==> src/rtl/matmul_operand_loader.sv <==
// Serial operand loader for the 2x2 signed matrix multiplier: collects eight
// range-checked elements per frame and presents them as packed A/B buses.
module matmul_operand_loader #(
  parameter int ELEM_W = 2,
  parameter int CNT_W  = 8
) (
  input  logic                     clk,
  input  logic                     rst_n,
  input  logic                     ena,
  input  logic                     s_valid,
  output logic                     s_ready,
  input  logic signed [ELEM_W-1:0] s_data,
  input  logic                     s_last,
  output logic [4*ELEM_W-1:0]      a_bus,
  output logic [4*ELEM_W-1:0]      b_bus,
  output logic                     op_valid,
  input  logic                     op_ack,
  output logic                     err_pulse,
  output logic [1:0]               err_code,
  output logic [CNT_W-1:0]         frame_cnt
);

  typedef enum logic [1:0] {
    LOAD    = 2'd0,
    HOLD    = 2'd1,
    DISCARD = 2'd2
  } state_t;

  localparam logic [1:0] CODE_OK    = 2'b00;
  localparam logic [1:0] CODE_RANGE = 2'b01;
  localparam logic [1:0] CODE_SHORT = 2'b10;
  localparam logic [1:0] CODE_LONG  = 2'b11;

  localparam logic [ELEM_W-1:0] MOST_NEG = {1'b1, {(ELEM_W-1){1'b0}}};

  // The most negative code has no positive counterpart, so it is excluded.
  function automatic logic elem_illegal(input logic [ELEM_W-1:0] d);
    return (d == MOST_NEG);
  endfunction

  state_t                r_state;
  state_t                w_state_nxt;
  logic [2:0]            r_idx;
  logic [2:0]            w_idx_nxt;
  logic                  r_bad;
  logic                  w_bad_nxt;
  logic                  w_bad_cur;
  logic [ELEM_W-1:0]     r_shadow [8];
  logic [4*ELEM_W-1:0]   r_a_bus;
  logic [4*ELEM_W-1:0]   r_b_bus;
  logic                  r_op_valid;
  logic                  w_op_valid_nxt;
  logic                  r_err_pulse;
  logic                  w_err_pulse_nxt;
  logic [1:0]            r_err_code;
  logic [1:0]            w_err_code_nxt;
  logic [CNT_W-1:0]      r_frame_cnt;
  logic                  w_cnt_inc;
  logic                  w_load_bus;
  logic                  w_shadow_we;
  logic                  w_ready;
  logic                  w_xfer;

  assign w_ready = rst_n & ena & ((r_state == LOAD) | (r_state == DISCARD));
  assign w_xfer  = s_valid & w_ready;

  always_ff @(posedge clk) begin
    if (!rst_n) r_state <= LOAD;
    else        r_state <= w_state_nxt;
  end

  always_comb begin
    w_state_nxt     = r_state;
    w_idx_nxt       = r_idx;
    w_bad_nxt       = r_bad;
    w_bad_cur       = r_bad;
    w_op_valid_nxt  = r_op_valid;
    w_err_pulse_nxt = 1'b0;
    w_err_code_nxt  = r_err_code;
    w_cnt_inc       = 1'b0;
    w_load_bus      = 1'b0;
    w_shadow_we     = 1'b0;
    case (r_state)
      LOAD: begin
        if (w_xfer) begin
          w_shadow_we = 1'b1;
          w_bad_cur   = r_bad | elem_illegal(s_data);
          if (s_last && (r_idx == 3'd7)) begin
            w_idx_nxt = 3'd0;
            w_bad_nxt = 1'b0;
            if (!w_bad_cur) begin
              w_load_bus     = 1'b1;
              w_op_valid_nxt = 1'b1;
              w_err_code_nxt = CODE_OK;
              w_state_nxt    = HOLD;
            end else begin
              w_err_pulse_nxt = 1'b1;
              w_err_code_nxt  = CODE_RANGE;
            end
          end else if (s_last) begin
            // A short frame is reported as such even if it also held a bad element.
            w_err_pulse_nxt = 1'b1;
            w_err_code_nxt  = CODE_SHORT;
            w_idx_nxt       = 3'd0;
            w_bad_nxt       = 1'b0;
          end else if (r_idx == 3'd7) begin
            w_err_pulse_nxt = 1'b1;
            w_err_code_nxt  = CODE_LONG;
            w_idx_nxt       = 3'd0;
            w_bad_nxt       = 1'b0;
            w_state_nxt     = DISCARD;
          end else begin
            w_idx_nxt = r_idx + 3'd1;
            w_bad_nxt = w_bad_cur;
          end
        end
      end
      DISCARD: begin
        if (w_xfer && s_last) begin
          w_idx_nxt   = 3'd0;
          w_bad_nxt   = 1'b0;
          w_state_nxt = LOAD;
        end
      end
      HOLD: begin
        if (op_ack && ena) begin
          w_op_valid_nxt = 1'b0;
          w_cnt_inc      = 1'b1;
          w_state_nxt    = LOAD;
        end
      end
      default: begin
        w_state_nxt = LOAD;
        w_idx_nxt   = 3'd0;
        w_bad_nxt   = 1'b0;
      end
    endcase
  end

  always_ff @(posedge clk) begin
    if (!rst_n) begin
      r_idx       <= 3'd0;
      r_bad       <= 1'b0;
      r_op_valid  <= 1'b0;
      r_err_pulse <= 1'b0;
      r_err_code  <= CODE_OK;
      r_frame_cnt <= '0;
    end else begin
      r_idx       <= w_idx_nxt;
      r_bad       <= w_bad_nxt;
      r_op_valid  <= w_op_valid_nxt;
      r_err_pulse <= w_err_pulse_nxt;
      r_err_code  <= w_err_code_nxt;
      if (w_cnt_inc) r_frame_cnt <= r_frame_cnt + 1'b1;
    end
  end

  // The final element is taken straight from s_data as it is not yet in shadow.
  always_ff @(posedge clk) begin
    if (!rst_n) begin
      for (int k = 0; k < 8; k++) r_shadow[k] <= '0;
      r_a_bus <= '0;
      r_b_bus <= '0;
    end else begin
      if (w_shadow_we) r_shadow[r_idx] <= s_data;
      if (w_load_bus) begin
        r_a_bus <= {r_shadow[3], r_shadow[2], r_shadow[1], r_shadow[0]};
        r_b_bus <= {s_data, r_shadow[6], r_shadow[5], r_shadow[4]};
      end
    end
  end

  assign s_ready   = w_ready;
  assign a_bus     = r_a_bus;
  assign b_bus     = r_b_bus;
  assign op_valid  = r_op_valid;
  assign err_pulse = r_err_pulse;
  assign err_code  = r_err_code;
  assign frame_cnt = r_frame_cnt;

endmodule

==> config.mk <==
export PLATFORM = sky130hd
export DESIGN_NAME = matmul_operand_loader
export DESIGN_NICKNAME = d
export VERILOG_FILES = /design/src/rtl/matmul_operand_loader.sv
export SDC_FILE = /design/constraint.sdc
export NUM_CORES = 1
export LEC_CHECK = 0
export ABC_AREA = 1
export CORE_ASPECT_RATIO = 1.75
export CORE_UTILIZATION = 30
export DETAILED_ROUTE_END_ITERATION = 8
export MAX_ROUTING_LAYER = met4
export PLACE_DENSITY = 0.48
export SLEW_MARGIN = 20
export SYNTH_ARGS = -nofsm -noshare
export SYNTH_HDL_FRONTEND = slang
export SYNTH_SLANG_ARGS = --single-unit
==> constraint.sdc <==
create_clock -name clk -period 3.45 [get_ports clk]
set_input_delay 0.345 -clock clk [delete_from_list [all_inputs] [get_ports clk]]
set_output_delay 0.345 -clock clk [all_outputs]
set_load 0.05 [all_outputs]
Word level (Yosys, flattened, before mapping)
Memory sizes are Yosys's and may differ from the RTL's. A register that Yosys moved wholly into a read port is not among the register bits.
Cells that the tools add are included.

word-level totals
  output and inout port bits = 29
  bits in latches = 0
  memories = 1
  memory bits (read-only) = 0
  register bits after elaboration = 26
  memory bits (writable) = 16

cells by class
  multiply operators = 0
  $lt $le $gt $ge = 0
  shift-type cells = 0
  bitwise logic cells = 6
  div/mod/pow operators = 0
  add/subtract/negate cells = 2
  reductions and logical operators = 19
  eq/ne operators = 12
  mux-type cells = 48

memories
  memory    words  width  read ports  clocked after Yosys merged registers in  write ports  RTL line  text
  r_shadow  8      2      7           7                                        8            48        logic [ELEM_W-1:0] r_shadow [8];

operators by type and width
  cell                                                    count
  2-to-1 mux 1 bit                                        27
  2-to-1 mux 2 bit                                        11
  2-to-1 mux 3 bit                                        6
  case mux 3 bit (3 select lines)                         1
  AND reduction 3 bit                                     3
  adder 8 x 1 -> 8 bit (second input constant)            1
  zero test 1 bit                                         7
  inequality test 2 bit (second input constant)           3
  case mux 2 bit (3 select lines)                         1
  AND reduction 6 bit                                     1
  AND reduction 5 bit                                     1
  == test 2 bit (second input constant)                   2
  inequality test 2 x 1 -> 1 bit (second input constant)  2
  adder 3 x 1 -> 3 bit (second input constant)            1
  AND 1 bit                                               3
  == test 3 bit (second input constant)                   1
  logical AND 1 bit                                       3
  inequality test 3 x 1 -> 1 bit (second input constant)  1
  inequality test 3 x 2 -> 1 bit (second input constant)  1
  inequality test 3 bit (second input constant)           1
  case mux 1 bit (3 select lines)                         1
  nonzero test 3 bit                                      1
  == test 2 x 1 -> 1 bit (second input constant)          1
  zero test 2 bit                                         1
  other kinds (5)                                         6

Depth between registers and ports, before layout
Gate-level depths: netlist (run 1).

  depth in word-level cells = 11
  gate-level depth with buffers = 11

Worst setup path before layout (run 1)
Ideal clock, no wire load.

  path type = input -> register
  start point = in rst_n
  end point = reg r_idx[0]
  data arrival time = 1663 ps
  required time = 3334 ps
  stages on the path = 7
  path slack = 1671 ps
  buffers on the path = 0
  library setup time = 116 ps
  cells stage by stage = nand2_1 nor2_1 nand3_1 nand2_1 nand2_1 o21ai_0 nor2_1

between the ends
  cells in the longest elaborated chain, start to end = 6

RTL lines
  what                                      RTL line  text
  start: declaration                        8         input logic rst_n,
  AND 1 bit * (2 in a row)                  64        assign w_ready = rst_n & ena & ((r_state == LOAD) | (r_state == DISCARD));
  net s_ready                               11        output logic s_ready,
  AND 1 bit *                               65        assign w_xfer = s_valid & w_ready;
  logical AND 1 bit                         119       if (w_xfer && s_last) begin
  inequality test 2 x 1 -> 1 bit (no line)  n/a
  AND reduction 3 bit (no line) *           n/a
  end signal: assignment                    149       r_idx <= w_idx_nxt;
  end: declaration                          43        logic [2:0] r_idx;

The timed path passes the listed nets; every way through them passes the cells marked *.
A chain may end at the register's enable or synchronous reset.

Worst setup path in the final report (run 1)
  start point = reg r_idx[0]
  end point = reg r_b_bus[5], in the netlist b_bus[5], read port of r_shadow

between the ends
  cells in the longest elaborated chain, start to end = 5

RTL lines
  what               RTL line  text
  == test 3 bit      88        if (s_last && (r_idx == 3'd7)) begin
  logical AND 1 bit  88
  2-to-1 mux 1 bit   88
  2-to-1 mux 1 bit   85        if (w_xfer) begin
  2-to-1 mux 1 bit   83        case (r_state)
  end: declaration   50        logic [4*ELEM_W-1:0] r_b_bus;

Every way passes these cells.

==> metrics.md, run 1 <==
| Metric | Value |
|---|---|
| Worst reg2reg path depth | `9` |
| Worst-path cell chain | `ha_1 -> ha_1 -> nand2_2 -> clkinv_2 -> nand2_2 -> nor3_4 -> inv_4 -> nor2_1 -> nor2_1` |
| DP HPWL | `3.23 mm` |
| Synth Instances | `255` |
| Drt first pass iters | `4` |
| M2 GR Usage | `25.1%` |
| Worst hold start | `r_bad` |
| Max FO, Critical Path | `18` |
| DRT Wirelength | `4.63 mm` |
| CTS Buf Count | `5` |
| Root Buffer | `clkbuf_16` |
| CP Buf/Inv Count | `2` |
| Critical path class | `reg -> reg` |
| Clk sinks | `48` |
| Clock Latency Late Sink | `280 ps` |
| Share of cells above drive strength 1 | `7.48%` |
| Total power | `1130 uW` |
| Hold Vio Cnt, Final | `0` |
| Seq/Total Area, Yosys | `53.2%` |
| Crit path required time | `3630 ps` |
| Synthesized area | `2070 sq um` |
| CTS Hold Bufs | `0` |
| Setup TNS | `0 ps` |
| CP endpoint | `b_bus[5]` |
| Vias per cell | `4.57` |
| Reg2reg end | `b_bus[5]` |
| Setup violators final | `0` |
| GR Util met3 | `2.46%` |
| CTS tree | `done` |
| Vias | `1717` |
| Power per Cell Area | `426 nW/um^2` |
| Synth warnings | `0` |
| Gpl congestion | `0.821` |
| Antenna Cells | `0` |
| WP depth | `9` |
| Worst slew pin tran | `710 ps` |
| Post-route DRC | `0` |
| Port-buffer cells | `36` |
| Post-CTS setup buffer count | `0` |
| Vias in the first global route | `1631` |
| Grt peak-use layer | `met2` |
| IO Count | `37` |
| First-pass GRT wire length | `7.76 mm` |
| Layout area overhead | `28.1%` |
| Status | `complete, no violations` |
| Detailed Route Iter0 Violations | `80` |
| RSZ-0062 raised after global routing | `no` |
| Area contributors post-synth | `dfxtp_1 (33%), edfxtp_1 (20%), nor2_1 (12%)` |
| Post-synth top area share | `32.9%` |
| Die Ht | `112 um` |
| WP data arrival | `2430 ps` |
| Final core occ | `40.2%` |
| Placed Instance Area | `2500 sq um` |
| FF-to-FF setup slack | `1200 ps` |
| Post-CTS sizing | `0` |
| Final period demand of the worst path | `2250 ps` |
| Crit Reg-Reg Startpoint | `r_idx[0]` |
| Slew HR | `52.5%` |
| FMAX | `444 MHz` |
| Area leader, netlist | `dfxtp_1` |
| Synth Register Bits | `48` |
| Htree depth | `2` |
| Synthesized area per cell | `8.11 sq um` |
| Die W | `64.8 um` |
| CP top delay family | `simple AND/OR/NAND/NOR gates` |
| Crit path largest cell delay | `600 ps` |
| Initial antenna violation count | `0` |
| Crit start category | `register` |
| Largest net degree at the start of global routing | `29` |
| Endpoint type of the worst setup path | `register` |
| Fin Hold WS | `466 ps` |
| Site Rows | `39` |
| Max_cap viols | `0` |
| Initial Util | `31.4%` |
| Clk buf depth | `2` |
| Netlist cell types | `30` |
| Die footprint | `7240 sq um` |
| Tot GR Track Use | `14.6%` |
| Crit-path slowest cell | `nor3_4` |
| Static Leak | `0.00112 uW` |
| Clock slew at reported path FFs | `60 ps` |
| Worst min path class | `reg -> reg` |
| Wire per inst | `12.3 um` |
| Syn nets | `266` |
| Clock skew | `4.47 ps` |
| Max-slew violations | `0` |
| Design area | `2650 sq um` |
| DRT antenna net count | `0` |
| Gr ovfl total | `0` |
| Worst vdd ir | `0.000243 V` |
| Core Area | `6590 sq um` |
| Critical Path Source | `r_idx[0]` |
| Final #Nets | `304` |
| Fin crit share | `65.4%` |
| GR Util met1 | `15.9%` |
==> cells in the mapped netlist <==
library cell / count
a21oi_2: 1
o21bai_1: 1
nand2_2: 2
a31oi_1: 1
xor2_1: 2
buf_2: 1
nor3_4: 1
nand2_1: 48
or2_2: 1
inv_2: 3
nand4_2: 1
o21ai_0: 21
ha_1: 3
xnor2_1: 1
clkbuf_1: 3
edfxtp_1: 14
buf_6: 2
nand4_1: 5
inv_4: 1
nand3_2: 1
a21oi_1: 10
dfxtp_1: 34
clkinv_2: 1
nand3_1: 10
nor2_4: 1
and3_1: 1
inv_1: 16
nor3_2: 1
nor3_1: 2
nor2_1: 66
==> flip-flops by register name, indices dropped and copies added (netlist names) <==
name	count
r_bad	1
r_state	2
b_bus	8
frame_cnt	8
a_bus	8
r_idx	3
op_valid	1
err_code	2
r_shadow	14
err_pulse	1
==> kinds of logic after synthesis <==
logic type | Yosys count | share of synthesized area (%)
simple gates | 140 | 29.2
flops | 48 | 53.2
compound gates | 34 | 8.59
buf+inv | 27 | 5.87
xor+xnor | 3 | 1.27
fa+ha+maj | 3 | 1.82
==> area by class of cell <==
type | count | area (sq um)
fillers | 698 | 3940
inverters | 21 | 82.6
clock inverters | 1 | 7.51
flip-flops and latches | 48 | 1100
clock buffers | 7 | 143
multi-input cells | 180 | 846
repair buffers | 37 | 368
well taps | 82 | 103
==> worst min-delay path, delay by kind of cell (launching register included) <==
family           cells  cell delay, ps
AO/OA/AOI/OAI        1              50
flip-flops           1             310
AND/OR/NAND/NOR      1              60
==> per-stage QoR <==
step / std cells / setup slack, ps
finish: 376 / 1200
CTS: 376 / 1120
global route: 376 / 935
global placement: 368 / 984
floorplan: 255 / 1670
detailed placement: 368 / 988
==> how the worst min path moves through the flow <==
| stage | to | slack [ps] | cells after the start |
|---|---|---|---|
| 2_1_floorplan | r_bad | 440 | 2 |
| 3_3_place_gp | a_bus[7] | 450 | 2 |
| 3_5_place_dp | a_bus[4] | 460 | 2 |
| 4_1_cts | r_bad | 470 | 2 |
| 5_1_grt | r_bad | 490 | 2 |
| 6_report | r_bad | 470 | 2 |
==> layer usage <==
metal / up-vias / wire length, um
met1: 785 / 1970
met5: - / 0
met2: 22 / 2450
met4: 0 / 104
li1: 904 / -
met3: 6 / 102
==> placed cells by master (no fill, tap or decap), types with 5 or more instances in the layout <==
| cell type | count |
|---|---|
| nor2_1 | 66 |
| nand2_1 | 48 |
| clkdlybuf4s50_1 | 36 |
| dfxtp_1 | 34 |
| o21ai_0 | 21 |
| inv_1 | 16 |
| edfxtp_1 | 14 |
| nand3_1 | 10 |
| a21oi_1 | 10 |
| nand4_1 | 5 |
| clkbuf_16 | 5 |
==> report_power, final <==
group          switching [uW]  internal, uW  total, uW
Clock                     198           289        487
Sequential               3.58           587        591
Combinational            34.5          17.0       51.5
Total                     236           893       1130
(Power assumes the default switching activity.)
==> inputs of run 2 (changes only) <==
==> constraint.sdc (replaced) <==
create_clock -name clk -period 2.1 [get_ports clk]
set_input_delay 0.21 -clock clk [delete_from_list [all_inputs] [get_ports clk]]
set_output_delay 0.21 -clock clk [all_outputs]
set_load 0.05 [all_outputs]
==> metrics.md, run 2 (synthesis results as in run 1) <==
| Metric | Value |
|---|---|
| Crit path largest cell delay | `460 ps (was 600 ps)` |
| IO Count | `37 (unchanged)` |
| Largest register FFs | `14 (unchanged)` |
| Pint | `1480 uW (was 893 uW)` |
| Crit-path slowest cell | `dfxtp_1 (was nor3_4)` |
| Most frequent cells in the layout | `nor2_1 (66), nand2_1 (48), clkdlybuf4s50_1 (35) (was nor2_1 (66), nand2_1 (48), clkdlybuf4s50_1 (36))` |
| Crit path required time | `2320 ps (was 3630 ps)` |
| CP top delay family | `simple AND/OR/NAND/NOR gates (unchanged)` |
| Die Ht | `112 um (unchanged)` |
| Final #Nets | `311 (was 304)` |
| CTS tree | `done (unchanged)` |
| Initial Util | `31.4% (unchanged)` |
| CTS Buf Count | `5 (unchanged)` |
| Clk pwr share | `43.9% (was 43.1%)` |
| CP Buf/Inv Count | `2 (unchanged)` |
| Root Buffer | `clkbuf_16 (unchanged)` |
| RSZ-0062 raised after global routing | `no (unchanged)` |
| First-pass GRT wire length | `8.27 mm (was 7.76 mm)` |
| Max-slew violations | `0 (unchanged)` |
| Tot GR Track Use | `15.4% (was 14.6%)` |
| Die footprint | `7240 sq um (unchanged)` |
| Max FO, Critical Path | `16 (was 18)` |
| Share of cells above drive strength 1 | `10.3% (was 7.48%)` |
| Met2 WL | `2.55 mm (was 2.45 mm)` |
| Max_cap viols | `0 (unchanged)` |
| DRT Wirelength | `4.80 mm (was 4.63 mm)` |
| Clock Latency Late Sink | `290 ps (was 280 ps)` |
| Logic pwr share | `5.0% (was 4.6%)` |
| Top Metal Used | `met4 (unchanged)` |
| Final period demand of the worst path | `1880 ps (was 2250 ps)` |
| Largest register by flop count | `r_shadow (unchanged)` |
| Hold Vio Cnt, Final | `0 (unchanged)` |
| Switching Power | `422 uW (was 236 uW)` |
| WP data arrival | `2100 ps (was 2430 ps)` |
| Crit start category | `register (unchanged)` |
| Drt first pass iters | `4 (unchanged)` |
| Setup violators final | `0 (unchanged)` |
| Status | `complete, no violations (unchanged)` |
| Worst slew pin tran | `500 ps (was 710 ps)` |
| Clk sinks | `48 (unchanged)` |
| Vias | `1758 (was 1717)` |
| Worst min path class | `reg -> reg (unchanged)` |
| DP Cell Count | `375 (was 368)` |
| Endpoint type of the worst setup path | `register (unchanged)` |
| Vias in the first global route | `1731 (was 1631)` |
| Clock slew at reported path FFs | `60 ps (about the same)` |
| Detailed Route Iter0 Violations | `67 (was 80)` |
| Static Leak | `0.00117 uW (was 0.00112 uW)` |
| Clock skew | `6.11 ps (was 4.47 ps)` |
| Gr ovfl total | `0 (unchanged)` |
| Met1 WL | `2.05 mm (was 1.97 mm)` |
| Worst Setup Slack, final | `223 ps (was 1200 ps)` |
| Final cell count without fillers | `383 (was 376)` |
| Largest net degree at the start of global routing | `30 (was 29)` |
| # fillers | `704 (was 698)` |
| Commonest non-fill, non-tap cell in the layout | `nor2_1 (unchanged)` |
| Power per Cell Area | `700 nW/um^2 (was 426 nW/um^2)` |
| FMAX | `533 MHz (was 444 MHz)` |
| Gpl congestion | `0.813 (was 0.821)` |
| Met3 WL | `100 um (was 102 um)` |
| DP HPWL | `3.35 mm (was 3.23 mm)` |
| Net Sw Frac | `22.2% (was 20.9%)` |
| Worst-path cell chain | `ha_1 -> ha_1 -> nand2_2 -> clkinv_2 -> nand2_2 -> nor3_4 -> buf_4 -> o21ai_0 -> nor2_1 (was ha_1 -> ha_1 -> nand2_2 -> clkinv_2 -> nand2_2 -> nor3_4 -> inv_4 -> nor2_1 -> nor2_1)` |
| Core Area | `6590 sq um (unchanged)` |
| Die W | `64.8 um (unchanged)` |
| Htree depth | `2 (unchanged)` |
| Slew HR | `66.5% (was 52.5%)` |
| Initial antenna violation count | `0 (unchanged)` |
| Wire per inst | `12.5 um (was 12.3 um)` |
| Post-CTS setup buffer count | `0 (unchanged)` |
| Post-route DRC | `0 (unchanged)` |
| Post-Place Setup Slack | `217 ps (was 988 ps)` |
| Port-buffer cells | `36 (unchanged)` |
| Vias per cell | `4.59 (was 4.57)` |
| CTS Hold Bufs | `0 (unchanged)` |
| Site Rows | `39 (unchanged)` |
| Setup TNS | `0 ps (unchanged)` |
| Post-CTS sizing | `0 (unchanged)` |
| Critical path class | `reg -> reg (unchanged)` |
| Fin crit share | `89.4% (was 65.4%)` |
| Antenna Cells | `0 (unchanged)` |
| Sequential Power Share | `51.1% (was 52.3%)` |
| Final core occ | `41.2% (was 40.2%)` |
| Layout area overhead | `31.3% (was 28.1%)` |
| DRT antenna net count | `0 (unchanged)` |
| Worst vdd ir | `0.000364 V (was 0.000243 V)` |
| FF-to-FF setup slack | `220 ps (was 1200 ps)` |
| Clk buf depth | `2 (unchanged)` |
-- run 2: routing by layer --
metal  GRT usage (%)  vias up
li1                -      914
met1            16.6      818
met2            26.5       20
met3            3.07        6
met4            7.11        0
met5               -        -
-- run 2: per-stage QoR --
stage	hold WS [ps]	instance area, sq um	power [uW]
finish	465	2720	1900
global route	484	2720	1970
CTS	471	2720	1920
detailed placement	455	2560	1090
global placement	453	2560	1090
floorplan	345	2070	1040
-- run 2: power by group through the flow --
stage / logic (uW) / clock network (uW) / registers, uW
after global placement: 96.3 / 0 / 991
after detailed placement: 96.5 / 0 / 991
after global routing: 104 / 895 / 971
after CTS: 97.1 / 854 / 970
final: 95.3 / 834 / 970
after floorplan: 43.0 / 0 / 995
-- run 2: layout make-up --
class | count | area (sq um) | area share [%]
clock buffer | 6 | 139 | 5.12
clock inverter | 2 | 13.8 | 0.507
inverter | 21 | 82.6 | 3.04
multi-input combinational | 180 | 846 | 31.2
sequential | 48 | 1100 | 40.6
tap | 82 | 103 | 3.78
timing repair buffer | 44 | 430 | 15.9
-- run 2: worst min-delay path: stages (launching register included) --
cell,delay (ps)
dfxtp_1,310
nand2_1,60
a21oi_1,50
-- run 2: worst paths after layout --
check / start / end / cells past startpoint
setup reg to reg: r_idx[0] / a_bus[3] / 9
setup / recovery: r_idx[0] / a_bus[3] / 9
hold / removal: err_code[1] / err_code[1] / 2
hold reg to reg: err_code[1] / err_code[1] / 2
